`src/rtl/load_store_unit.sv`:
```
// Load/store unit: turns a MEM-stage access into one word-aligned bus transaction with
// lane-replicated store data, aligned/extended load data, and misalignment/timeout faults.
module load_store_unit #(
  parameter int unsigned WIDTH   = 32,
  parameter int unsigned TIMEOUT = 16
) (
  input  logic             clk,
  input  logic             reset_n,
  input  logic             mem_req,
  input  logic             Mem_rw,
  input  logic [2:0]       size_type,
  input  logic [WIDTH-1:0] ALU_out,
  input  logic [WIDTH-1:0] Data_B,
  output logic             stall,
  output logic [WIDTH-1:0] load_data,
  output logic             done,
  output logic             misaligned,
  output logic             bus_err,
  output logic             bus_req,
  output logic             bus_we,
  output logic [WIDTH-1:0] bus_addr,
  output logic [WIDTH-1:0] bus_wdata,
  output logic [3:0]       bus_be,
  input  logic [WIDTH-1:0] bus_rdata,
  input  logic             bus_ack
);

  localparam int unsigned CntW = (TIMEOUT > 1) ? $clog2(TIMEOUT) : 1;

  typedef enum logic [1:0] {StIdle, StBusy, StDone} state_e;

  state_e          state_q, state_d;
  logic [CntW-1:0] cnt_q;
  logic            rw_q;
  logic [2:0]      size_q;
  logic [1:0]      off_q;

  logic             fault;
  logic             timeout;
  logic [3:0]       be_sel;
  logic [WIDTH-1:0] wdata_sel;
  logic [WIDTH-1:0] load_ext;
  logic [WIDTH-1:0] rdata_sh;
  logic [7:0]       byte_v;
  logic [15:0]      half_v;

  assign timeout = (cnt_q == CntW'(TIMEOUT - 1));
  assign done    = (state_q == StDone);
  assign stall   = mem_req && (state_q != StDone);

  // Fault check on the live request operands, evaluated while IDLE.
  always_comb begin
    fault = 1'b0;
    unique case (size_type)
      3'b000, 3'b100: fault = 1'b0;
      3'b001, 3'b101: fault = ALU_out[0];
      3'b010:         fault = |ALU_out[1:0];
      default:        fault = 1'b1;
    endcase
    if (Mem_rw && size_type[2]) fault = 1'b1;
  end

  always_comb begin
    be_sel    = 4'b1111;
    wdata_sel = Data_B;
    if (Mem_rw) begin
      unique case (size_type[1:0])
        2'b00: begin
          be_sel    = 4'b0001 << ALU_out[1:0];
          wdata_sel = {4{Data_B[7:0]}};
        end
        2'b01: begin
          be_sel    = ALU_out[1] ? 4'b1100 : 4'b0011;
          wdata_sel = {2{Data_B[15:0]}};
        end
        default: begin
          be_sel    = 4'b1111;
          wdata_sel = Data_B;
        end
      endcase
    end
  end

  always_comb begin
    rdata_sh = bus_rdata >> {off_q, 3'b000};
    byte_v   = rdata_sh[7:0];
    half_v   = off_q[1] ? bus_rdata[31:16] : bus_rdata[15:0];
    unique case (size_q)
      3'b000:  load_ext = {{(WIDTH-8){byte_v[7]}}, byte_v};
      3'b001:  load_ext = {{(WIDTH-16){half_v[15]}}, half_v};
      3'b100:  load_ext = {{(WIDTH-8){1'b0}}, byte_v};
      3'b101:  load_ext = {{(WIDTH-16){1'b0}}, half_v};
      default: load_ext = bus_rdata;
    endcase
  end

  always_comb begin
    state_d = state_q;
    unique case (state_q)
      StIdle:  if (mem_req) state_d = fault ? StDone : StBusy;
      StBusy:  if (bus_ack || timeout) state_d = StDone;
      StDone:  state_d = StIdle;
      default: state_d = StIdle;
    endcase
  end

  always_ff @(posedge clk) begin
    if (!reset_n) begin
      state_q <= StIdle;
    end else begin
      state_q <= state_d;
    end
  end

  always_ff @(posedge clk) begin
    if (!reset_n) begin
      cnt_q      <= '0;
      rw_q       <= 1'b0;
      size_q     <= 3'b000;
      off_q      <= 2'b00;
      load_data  <= '0;
      misaligned <= 1'b0;
      bus_err    <= 1'b0;
      bus_req    <= 1'b0;
      bus_we     <= 1'b0;
      bus_addr   <= '0;
      bus_wdata  <= '0;
      bus_be     <= 4'b0000;
    end else begin
      unique case (state_q)
        StIdle: begin
          if (mem_req) begin
            rw_q   <= Mem_rw;
            size_q <= size_type;
            off_q  <= ALU_out[1:0];
            cnt_q  <= '0;
            if (fault) begin
              misaligned <= 1'b1;
              bus_err    <= 1'b0;
            end else begin
              bus_req   <= 1'b1;
              bus_we    <= Mem_rw;
              bus_addr  <= {ALU_out[WIDTH-1:2], 2'b00};
              bus_wdata <= wdata_sel;
              bus_be    <= be_sel;
            end
          end
        end
        StBusy: begin
          // An ack in the last counted cycle takes priority over the timeout.
          if (bus_ack) begin
            bus_req    <= 1'b0;
            misaligned <= 1'b0;
            bus_err    <= 1'b0;
            if (!rw_q) load_data <= load_ext;
          end else if (timeout) begin
            bus_req    <= 1'b0;
            misaligned <= 1'b0;
            bus_err    <= 1'b1;
            load_data  <= '0;
          end else begin
            cnt_q <= cnt_q + CntW'(1);
          end
        end
        default: ;
      endcase
    end
  end

endmodule
```
`config.mk`:
```
export PLATFORM = sky130hd
export DESIGN_NAME = load_store_unit
export DESIGN_NICKNAME = d
export VERILOG_FILES = /design/src/rtl/load_store_unit.sv
export SDC_FILE = /design/constraint.sdc
export NUM_CORES = 1
export LEC_CHECK = 0
export ABC_CLOCK_PERIOD_IN_PS = 3300
export CELL_PAD_IN_SITES_DETAIL_PLACEMENT = 0
export CELL_PAD_IN_SITES_GLOBAL_PLACEMENT = 2
export CORE_MARGIN = 3
export CORE_UTILIZATION = 25
export DETAILED_ROUTE_END_ITERATION = 12
export HOLD_SLACK_MARGIN = 0.03
export PLACE_DENSITY = 0.86
export SLEW_MARGIN = 10
export SYNTH_ARGS = -nofsm -noshare
export SYNTH_HDL_FRONTEND = slang
export SYNTH_SLANG_ARGS = --single-unit
```
`constraint.sdc`:
```
create_clock -name clk -period 3.3 [get_ports clk]
set_input_delay 0.495 -clock clk [delete_from_list [all_inputs] [get_ports clk]]
set_output_delay 0.495 -clock clk [all_outputs]
set_load 0.02 [all_outputs]
```
# Yosys cells after proc, flatten, opt, wreduce, memory -nomap -nowiden
# Index checks and enable logic that the tools add are counted.
[totals] in_bits=104 latchBits=0 reg_bits=114 romBits=0 output_inout_bits=106 ramBits=0 mem_count=0 wordCells=89
[op_classes] muxes=33 eq_ne=20 div_mod_pow=0 order_cmp=0 mul=0 n_shift=2 n_addsub=1 n_reduce_logical=19 bitwise=1
[op_table] cell="$mux W32" n=4
[op_table] cell="$pmux W32 S4" n=1
[op_table] cell="$pmux W32 S2" n=1
[op_table] cell="$shr A32 B5 Y8" n=1
[op_table] cell="$mux W4" n=5
[op_table] cell="$mux W16" n=1
[op_table] cell="$ne A2 B2 Y1 const B" n=8
[op_table] cell="$pmux W4 S2" n=2
[op_table] cell="$eq A3 B3 Y1 const B" n=4
[op_table] cell="$reduce_and A4 Y1" n=3
[op_table] cell="$mux W1" n=11
[op_table] cell="$eq A3 B1 Y1 const B" n=2
[op_table] cell="$logic_not A3 Y1" n=2
[op_table] cell="$mux W2" n=3
[op_table] cell="$pmux W1 S2" n=3
[op_table] cell="$reduce_and A3 Y1" n=2
[op_table] cell="$reduce_or A2 Y1" n=3
[op_table] cell="$add A4 B1 Y4 const B" n=1
[op_table] cell="$eq A2 B1 Y1 const B" n=2
[op_table] cell="$eq A4 B4 Y1 const B" n=1
[op_table] cell="$logic_not A2 Y1" n=2
[op_table] cell="$pmux W2 S2" n=1
[op_table] cell="$reduce_and A2 Y1" n=2
[op_table] cell="$reduce_bool A2 Y1" n=2
[op_table] cell="8 further kinds" n=9

# Depth between registers and ports, before layout
# Gate-level depths: netlist of run 1.
[logic_depth] depth_word=7 mapped_depth=6 mapped_depth_nobuf=5

# Worst setup path before layout of run 1
# No wires, ideal clock.
[synth_path] kind="input to register" from="input port ALU_out[1]" to="register bus_wdata[15]" t_required_ns=3.177 path_buffers=2 setup_ns=0.123 t_arrival_ns=1.746 setup_slack_ns=1.431 stages=6 path_cell_list="or4_4 > a21o_1 > buf_6 > clkbuf_1 > nand3_1 > o31ai_2"
[synth_between] elab_chain_len=5
[synth_rtl] element="start: declaration" line="12" text="input logic [WIDTH-1:0] ALU_out,"
[synth_rtl] element="$reduce_or A2 Y1" line="57" text="3'b010: fault = |ALU_out[1:0];"
[synth_rtl] element="$pmux W1 S3" line="54" text="unique case (size_type)"
[synth_rtl] element="$mux W1" line="60" text="if (Mem_rw && size_type[2]) fault = 1'b1;"
[synth_rtl] element="$not A1 Y1 (no source line)"
[synth_rtl] element="$reduce_and A3 Y1 (no source line)"
[synth_rtl] element="end signal: assignment" line="144" text="bus_wdata <= wdata_sel;"
[synth_rtl] element="end: declaration" line="22" text="output logic [WIDTH-1:0] bus_wdata,"
# No other way between the ends.
# A chain may end at the register's enable or synchronous reset.

# Final worst setup path of run 1
[layout_path] from="input port mem_req" to="output port stall"
[layout_between] elab_chain_len=1
[layout_rtl] element="start: declaration" line="9" text="input logic mem_req,"
[layout_rtl] element="$logic_and A1 B1 Y1" line="49" text="assign stall = mem_req && (state_q != StDone);"
[layout_rtl] element="end: declaration" line="14" text="output logic stall,"
# No other way between the ends.

==> insert_results.sql, run 1 <==
INSERT INTO impl_metrics (metric_group, metric, value, unit) VALUES
('grt', 'grt_use_met1', '0.202', ''),
('setup_path', 'crit_reg_reg_endpoint', 'load_data[22]', ''),
('yosys', 'syn-mean-instance-area', '8.25', 'µm²'),
('yosys', 'post_synth_fa_ha_maj_area_fraction', '0.00258', ''),
('grt', 'globalRouteMet3Util', '0.0542', ''),
('clock_network', 'clock-root-buffer', 'clkbuf_16', ''),
('die', 'core_area', '0.0189', 'mm²'),
('sta', 'finalHoldViolations', '0', ''),
('place', 'port_buffers', '207', ''),
('drt', 'route.detailed.vias_per_inst', '4.64', ''),
('die', 'die-height', '145', 'µm'),
('grt', 'grt.overflow.total', '0', ''),
('yosys', 'synth_enable_flop_cells', '0', ''),
('yosys', 'post_synth_top_flop', 'dfxtp_1', ''),
('setup_path', 'critical_path.startpoint_type', 'input port', ''),
('place', 'finalWeightedCongestion', '0.818', ''),
('final_layout', 'final_net_count', '882', ''),
('setup_path', 'worst-r2r-setup-slack', '1210', 'ps'),
('grt', 'grt_first_pass_wirelength', '27.3', 'mm'),
('sta', 'relSlewSlack', '0.333', ''),
('setup_path', 'timing.critical_path.required', '2800', 'ps'),
('setup_path', 'crit_path_max_incr_delay', '640', 'ps'),
('yosys', 'netlist_top_cells_count', 'nand2_1 (127), dfxtp_1 (114), a21oi_1 (65)', ''),
('clock_network', 'cts_tree', 'built', ''),
('sta', 'whs', '449', 'ps'),
('yosys', 'synth_area_leaders', 'dfxtp_1 (47%), nand2_1 (9.8%), a21oi_1 (6.7%), a221o_1 (3.5%), nor2_1 (3.4%)', ''),
('power', 'power.total', '3970', 'µW'),
('grt', 'gr-usage-met2', '0.259', ''),
('yosys', 'synth_async_sr_flop_share', '0', ''),
('yosys', 'synth-compound-area-share', '0.239', ''),
('drt', 'drcViolationCount', '0', ''),
('sta', 'final.min_clock_period', '2320', 'ps'),
('setup_path', 'cp_common_cell', 'clkdlybuf4s50_1', ''),
('clock_network', 'postCtsResizedCells', '0', ''),
('drt', 'wirelength', '17.2', 'mm'),
('drt', 'detail_route.first_pass.iterations', '4', ''),
('setup_path', 'setup.worst_path.class', 'in2out', ''),
('clock_network', 'worst_setup_hold_path_clk_slew', '50', 'ps'),
('sta', 'post-route-period-util', '0.703', ''),
('final_layout', 'finalCoreUtilization', '0.411', ''),
('yosys', 'synth-seq-cells', '114', ''),
('sta', 'timing.fmax', '431', 'MHz'),
('yosys', 'synth_top_area_cell', 'dfxtp_1', ''),
('yosys', 'synth_sequential_area_ratio', '0.470', ''),
('power', 'power_density', '511', 'mW/mm²'),
('outcome', 'run_status', 'completed', ''),
('setup_path', 'critical_path.cell_chain', 'clkdlybuf4s50_1 > nor2b_1 > clkdlybuf4s50_1', ''),
('clock_network', 'number_of_buffers_added_to_fix_hold_violations_after_cts', '0', ''),
('sta', 'timing.final.max_slew_violations', '0', ''),
('grt', 'first_global_vias', '4789', ''),
('grt', 'global_route.usage.total', '0.160', ''),
('yosys', 'ys_types', '43', ''),
('clock_network', 'htree_levels', '4', ''),
('setup_path', 'r2r.worst_path.cells', '4', ''),
('place', 'post-dp-hpwl', '12.5', 'mm'),
('setup_path', 'critical_path.endpoint_type', 'output pin', ''),
('die', 'io_pins', '210', ''),
('drt', 'detail_route.iter0.violations', '220', ''),
('clock_network', 'cts_sinks', '114', ''),
('sta', 'report.final.setup_viol', '0', ''),
('yosys', 'synth_top_family_by_area', 'compound AO/OA/AOI/OAI gates', ''),
('final_layout', 'area_overhead_vs_synth', '59.8', '%'),
('drt', 'drt-wirelength-per-cell', '16.4', 'µm'),
('grt', 'grt_start_max_net_pins', '64', ''),
('hold_path', 'min-delay-start', 'misaligned', ''),
('hold_path', 'holdCritPathClass', 'reg2reg', ''),
('hold_path', 'hold-path-endpoint', 'misaligned', ''),
('grt', 'grt-busiest-layer', 'met2', ''),
('die', 'effective_utilization_at_floorplan', '0.257', ''),
('sta', 'setup_tns', '0', 'ps'),
('yosys', 'synth_simple_gate_area_share', '0.201', '');
-- registers in the layout (all words and copies together) (netlist names) --
signal / flops
bus_wdata: 32
load_data: 32
bus_addr: 30
bus_be: 4
cnt_q: 4
size_q: 3
off_q: 2
state_q: 2
bus_err: 1
bus_req: 1
bus_we: 1
misaligned: 1
rw_q: 1
-- cells by family (layout without fill, tap and decap cells) --
kind of cell / after synthesis / in the layout
simple gates: 226 / 226
compound gates: 170 / 170
flops: 114 / 114
buf+inv: 65 / 265
mux: 10 / 10
xor+xnor: 2 / 2
fa+ha+maj: 1 / 1
other cells: 1 / 2
-- layer usage --
metal / wire, µm / share of wire
met4: 362 / 0.021
met3: 1160 / 0.067
met1: 7630 / 0.44
met5: 0 / 0
met2: 8050 / 0.47
-- through the flow --
stage / instances / setup slack, ps
after floorplan: 590 / 1430
after CTS: 1050 / 990
final: 1050 / 981
after detailed placement: 1018 / 625
after global placement: 1018 / 733
after global routing: 1050 / 939
-- layout by cell type, fill, tap and decap left out, types with 7 or more instances in the layout --
cell type	count
a21oi_1	65
a221o_1	17
a22o_1	8
a311oi_1	10
clkbuf_16	17
clkdlybuf4s50_1	207
dfxtp_1	114
inv_1	17
mux2_2	9
nand2_1	127
nand3_1	25
nand3b_1	7
nor2_1	44
nor2b_1	7
o211ai_1	8
o21ai_0	30
o31ai_1	10
o32ai_1	8
-- power by group --
group	total, µW	switching [µW]	leakage (µW)	internal (µW)
clock network	1900	640	0.000302	1260
logic	588	300	0.00154	288
registers	1480	44.5	0.000926	1440
total	3970	985	0.00277	2990
-- how the worst max path moves through the flow --
stage / start / end / slack (ps) / cells past startpoint
4_1_cts: mem_req / stall / 990 / 3
5_1_grt: mem_req / stall / 940 / 3
2_1_floorplan: ALU_out[1] / bus_wdata[15] / 1430 / 6
3_5_place_dp: mem_req / bus_wdata[28] / 630 / 5
6_report: mem_req / stall / 980 / 3
3_3_place_gp: mem_req / bus_be[0] / 730 / 6
-- layout make-up --
class | count | area, µm² | share of cell area
Clock buffer | 22 | 484 | 0.0624
Clock inverter | 10 | 130 | 0.0168
Inverter | 18 | 67.6 | 0.00870
Multi-Input combinational cell | 411 | 2320 | 0.299
Sequential cell | 114 | 2280 | 0.294
Tap cell | 260 | 325 | 0.0419
Timing Repair Buffer | 215 | 2160 | 0.278
-- worst max-delay path: cells and delay by family --
family / cells / cell delay [ps]
buffers and inverters: 2 / 1160
AND/OR/NAND/NOR: 1 / 170
Power figures use the tool's default switching activity.
==> inputs of run 2 (changes only) <==
Settings changed: ABC_CLOCK_PERIOD_IN_PS 3300 to 2400, CORE_UTILIZATION 25 to 23, PLACE_DENSITY 0.86 to 0.8.
Clock period 3.3 ns to 2.4 ns, I/O delays scaled along.
==> run 2 against run 1 <==
Net effect: via count barely moved; final cell count rose by 2.5%; largest power group unchanged; critical endpoint is now done; die area is 8.3% higher.
==> insert_results.sql, run 2 (same netlist as run 1, synthesis figures left out) <==
INSERT INTO impl_metrics (metric_group, metric, value, unit) VALUES
('outcome', 'run_status', 'completed', ''),
('sta', 'unrepaired_setup_endpoints_after_global_routing', 'false', ''),
('setup_path', 'setup.worst_path.class', 'reg2out', ''),
('drt', 'detail_route.iter0.violations', '240', ''),
('clock_network', 'cts_post_setup_buffers_inserted', '0', ''),
('sta', 'finalHoldViolations', '0', ''),
('clock_network', 'cts-buffers-inserted', '17', ''),
('final_layout', 'most_common_library_cell_in_the_layout_ignoring_fill_and_taps', 'clkdlybuf4s50_1', ''),
('hold_path', 'holdCritPathClass', 'reg2reg', ''),
('final_layout', 'antenna_cells', '0', ''),
('power', 'max-vdd-ir-drop', '0.462', 'mV'),
('power', 'cellInternalPower', '4020', 'µW'),
('die', 'placement_rows', '52', ''),
('power', 'sw_power', '1340', 'µW'),
('die', 'die-height', '151', 'µm'),
('clock_network', 'postCtsResizedCells', '0', ''),
('die', 'effective_utilization_at_floorplan', '0.237', ''),
('clock_network', 'max-clock-path-buffers', '2', ''),
('hold_path', 'min-delay-start', 'misaligned', ''),
('sta', 'timing.final.max_slew_violations', '0', ''),
('sta', 'finalClockSkew', '8.76', 'ps'),
('sta', 'report.final.setup_viol', '0', ''),
('final_layout', 'layout.cells.most_common_list', 'clkdlybuf4s50_1 (207), nand2_1 (127), dfxtp_1 (114), a21oi_1 (65), nor2_1 (44)', ''),
('clock_network', 'clock-root-buffer', 'clkbuf_16', ''),
('grt', 'grt_first_pass_wirelength', '26.4', 'mm'),
('setup_path', 'timing.critical_path.required', '2040', 'ps'),
('grt', 'first_global_vias', '4634', ''),
('sta', 'timing.fmax', '469', 'MHz'),
('power', 'switching_share', '0.249', ''),
('die', 'fp.dieArea', '0.0229', 'mm²'),
('setup_path', 'cp-startpoint', 'state_q[1]', ''),
('final_layout', 'n_fill_cell', '2104', ''),
('setup_path', 'cp_max_fo', '6', ''),
('clock_network', 'insertion_delay', '410', 'ps'),
('place', 'finalWeightedCongestion', '0.755', ''),
('setup_path', 'r2r.worst_path.cells', '4', ''),
('setup_path', 'critical_path.endpoint_type', 'output pin', ''),
('clock_network', 'worst_setup_hold_path_clk_slew', '50', 'ps'),
('clock_network', 'htree_levels', '4', ''),
('final_layout', 'layout-drive-gt1-share', '0.0955', ''),
('sta', 'final.min_clock_period', '2130', 'ps'),
('die', 'die_w', '151', 'µm'),
('grt', 'global_route.usage.total', '0.148', ''),
('final_layout', 'final_net_count', '901', ''),
('grt', 'antenna_found_initial', '0', ''),
('power', 'power_density', '677', 'mW/mm²'),
('power', 'leakagePower', '0.00285', 'µW'),
('power', 'power_frac_clock', '0.462', ''),
('grt', 'grt.overflow.total', '0', ''),
('die', 'core_area', '0.0205', 'mm²'),
('power', 'sequential_cell_fraction_of_total_power', '0.380', ''),
('drt', 'detail_route.first_pass.iterations', '4', ''),
('setup_path', 'critPathCapture', 'done', ''),
('drt', 'route.vias.total', '4873', ''),
('job', 'drv_cap', '0', ''),
('die', 'io_pins', '210', ''),
('sta', 'relSlewSlack', '0.588', ''),
('final_layout', 'registers_with_the_most_flip_flops', 'bus_wdata (32), load_data (32), bus_addr (30)', ''),
('setup_path', 'crit_reg_reg_endpoint', 'load_data[21]', ''),
('drt', 'postRouteAntennaNets', '0', ''),
('sta', 'max_slew.worst_pin.slew', '618', 'ps'),
('final_layout', 'area_overhead_vs_synth', '62.9', '%'),
('clock_network', 'cts_sinks', '114', ''),
('place', 'port_buffers', '207', ''),
('setup_path', 'critical_path.startpoint_type', 'register', ''),
('sta', 'post-route-period-util', '0.889', ''),
('drt', 'drt-wirelength-per-cell', '16.2', 'µm'),
('drt', 'wirelength', '17.4', 'mm'),
('setup_path', 'reg2reg_from', 'state_q[0]', ''),
('setup_path', 'worst-endpoint-arrival', '1770', 'ps'),
('place', 'placedCellCount', '1047', ''),
('power', 'combinationalPowerShare', '0.159', ''),
('grt', 'grt_start_max_net_pins', '43', ''),
('drt', 'route.detailed.vias_per_inst', '4.53', ''),
('place', 'post-dp-hpwl', '12.8', 'mm'),
('clock_network', 'number_of_buffers_added_to_fix_hold_violations_after_cts', '0', ''),
('sta', 'setup_tns', '0', 'ps'),
('setup_path', 'worst-r2r-setup-slack', '490', 'ps'),
('final_layout', 'final_cells', '1076', ''),
('clock_network', 'cts_tree', 'built', ''),
('drt', 'drcViolationCount', '0', '');
[run 2: changes by cell type in the layout (fill, tap and decap cells not counted), sizes merged]
cell      previous run  this run
clkinv               5         2
buf                  8        27
clkinvlp             2         1
clkbuf              22        24
bufinv               3         2
[run 2: metrics by stage]
stage	area [µm²]	util	hold WS, ps	total power, µW	setup slack [ps]
6_report	7910	0.386	441	5360	266
5_1_grt	7910	0.386	470	5580	180
4_1_cts	7910	0.386	444	5430	234
3_5_place_dp	7340	0.358	436	2930	135
3_3_place_gp	7340	0.358	430	2930	156
2_1_floorplan	4860	-	437	2450	666
[run 2: worst min path at each step]
stage / endpoint / slack (ps) / depth (start not counted)
6_report: misaligned / 440 / 2
5_1_grt: bus_wdata[1] / 470 / 2
4_1_cts: misaligned / 440 / 2
3_5_place_dp: misaligned / 440 / 2
3_3_place_gp: misaligned / 430 / 2
2_1_floorplan: rw_q / 440 / 2
[run 2: critical path: stages, from the launching register on]
cell             delay (ps)
dfxtp_1                 450
nor2b_1                 270
clkdlybuf4s50_1         660
[run 2: power groups by stage]
stage / Clock [µW] / Sequential (µW) / Combinational [µW]
after floorplan: 0 / 2150 / 305
final: 2470 / 2030 / 850
after global placement: 0 / 2070 / 859
after global routing: 2620 / 2040 / 920
after detailed placement: 0 / 2070 / 856
after CTS: 2540 / 2030 / 861
[run 2: metal layers]
metal	up-vias	track usage	routed length, µm
met5	-	0	0
met4	0	0.0435	203
met1	2264	0.195	7910
met2	124	0.234	8280
met3	16	0.0470	1020
li1	2469	-	-
[run 2: layout make-up]
type                       instances  area, µm²  area share
tap                              270        338      0.0427
timing repair buffer             234       2340       0.295
sequential                       114       2280       0.288
clock inverter                     5       77.6     0.00980
clock buffer                      24        492      0.0621
inverter                          18       67.6     0.00854
multi-input combinational        411       2320       0.293
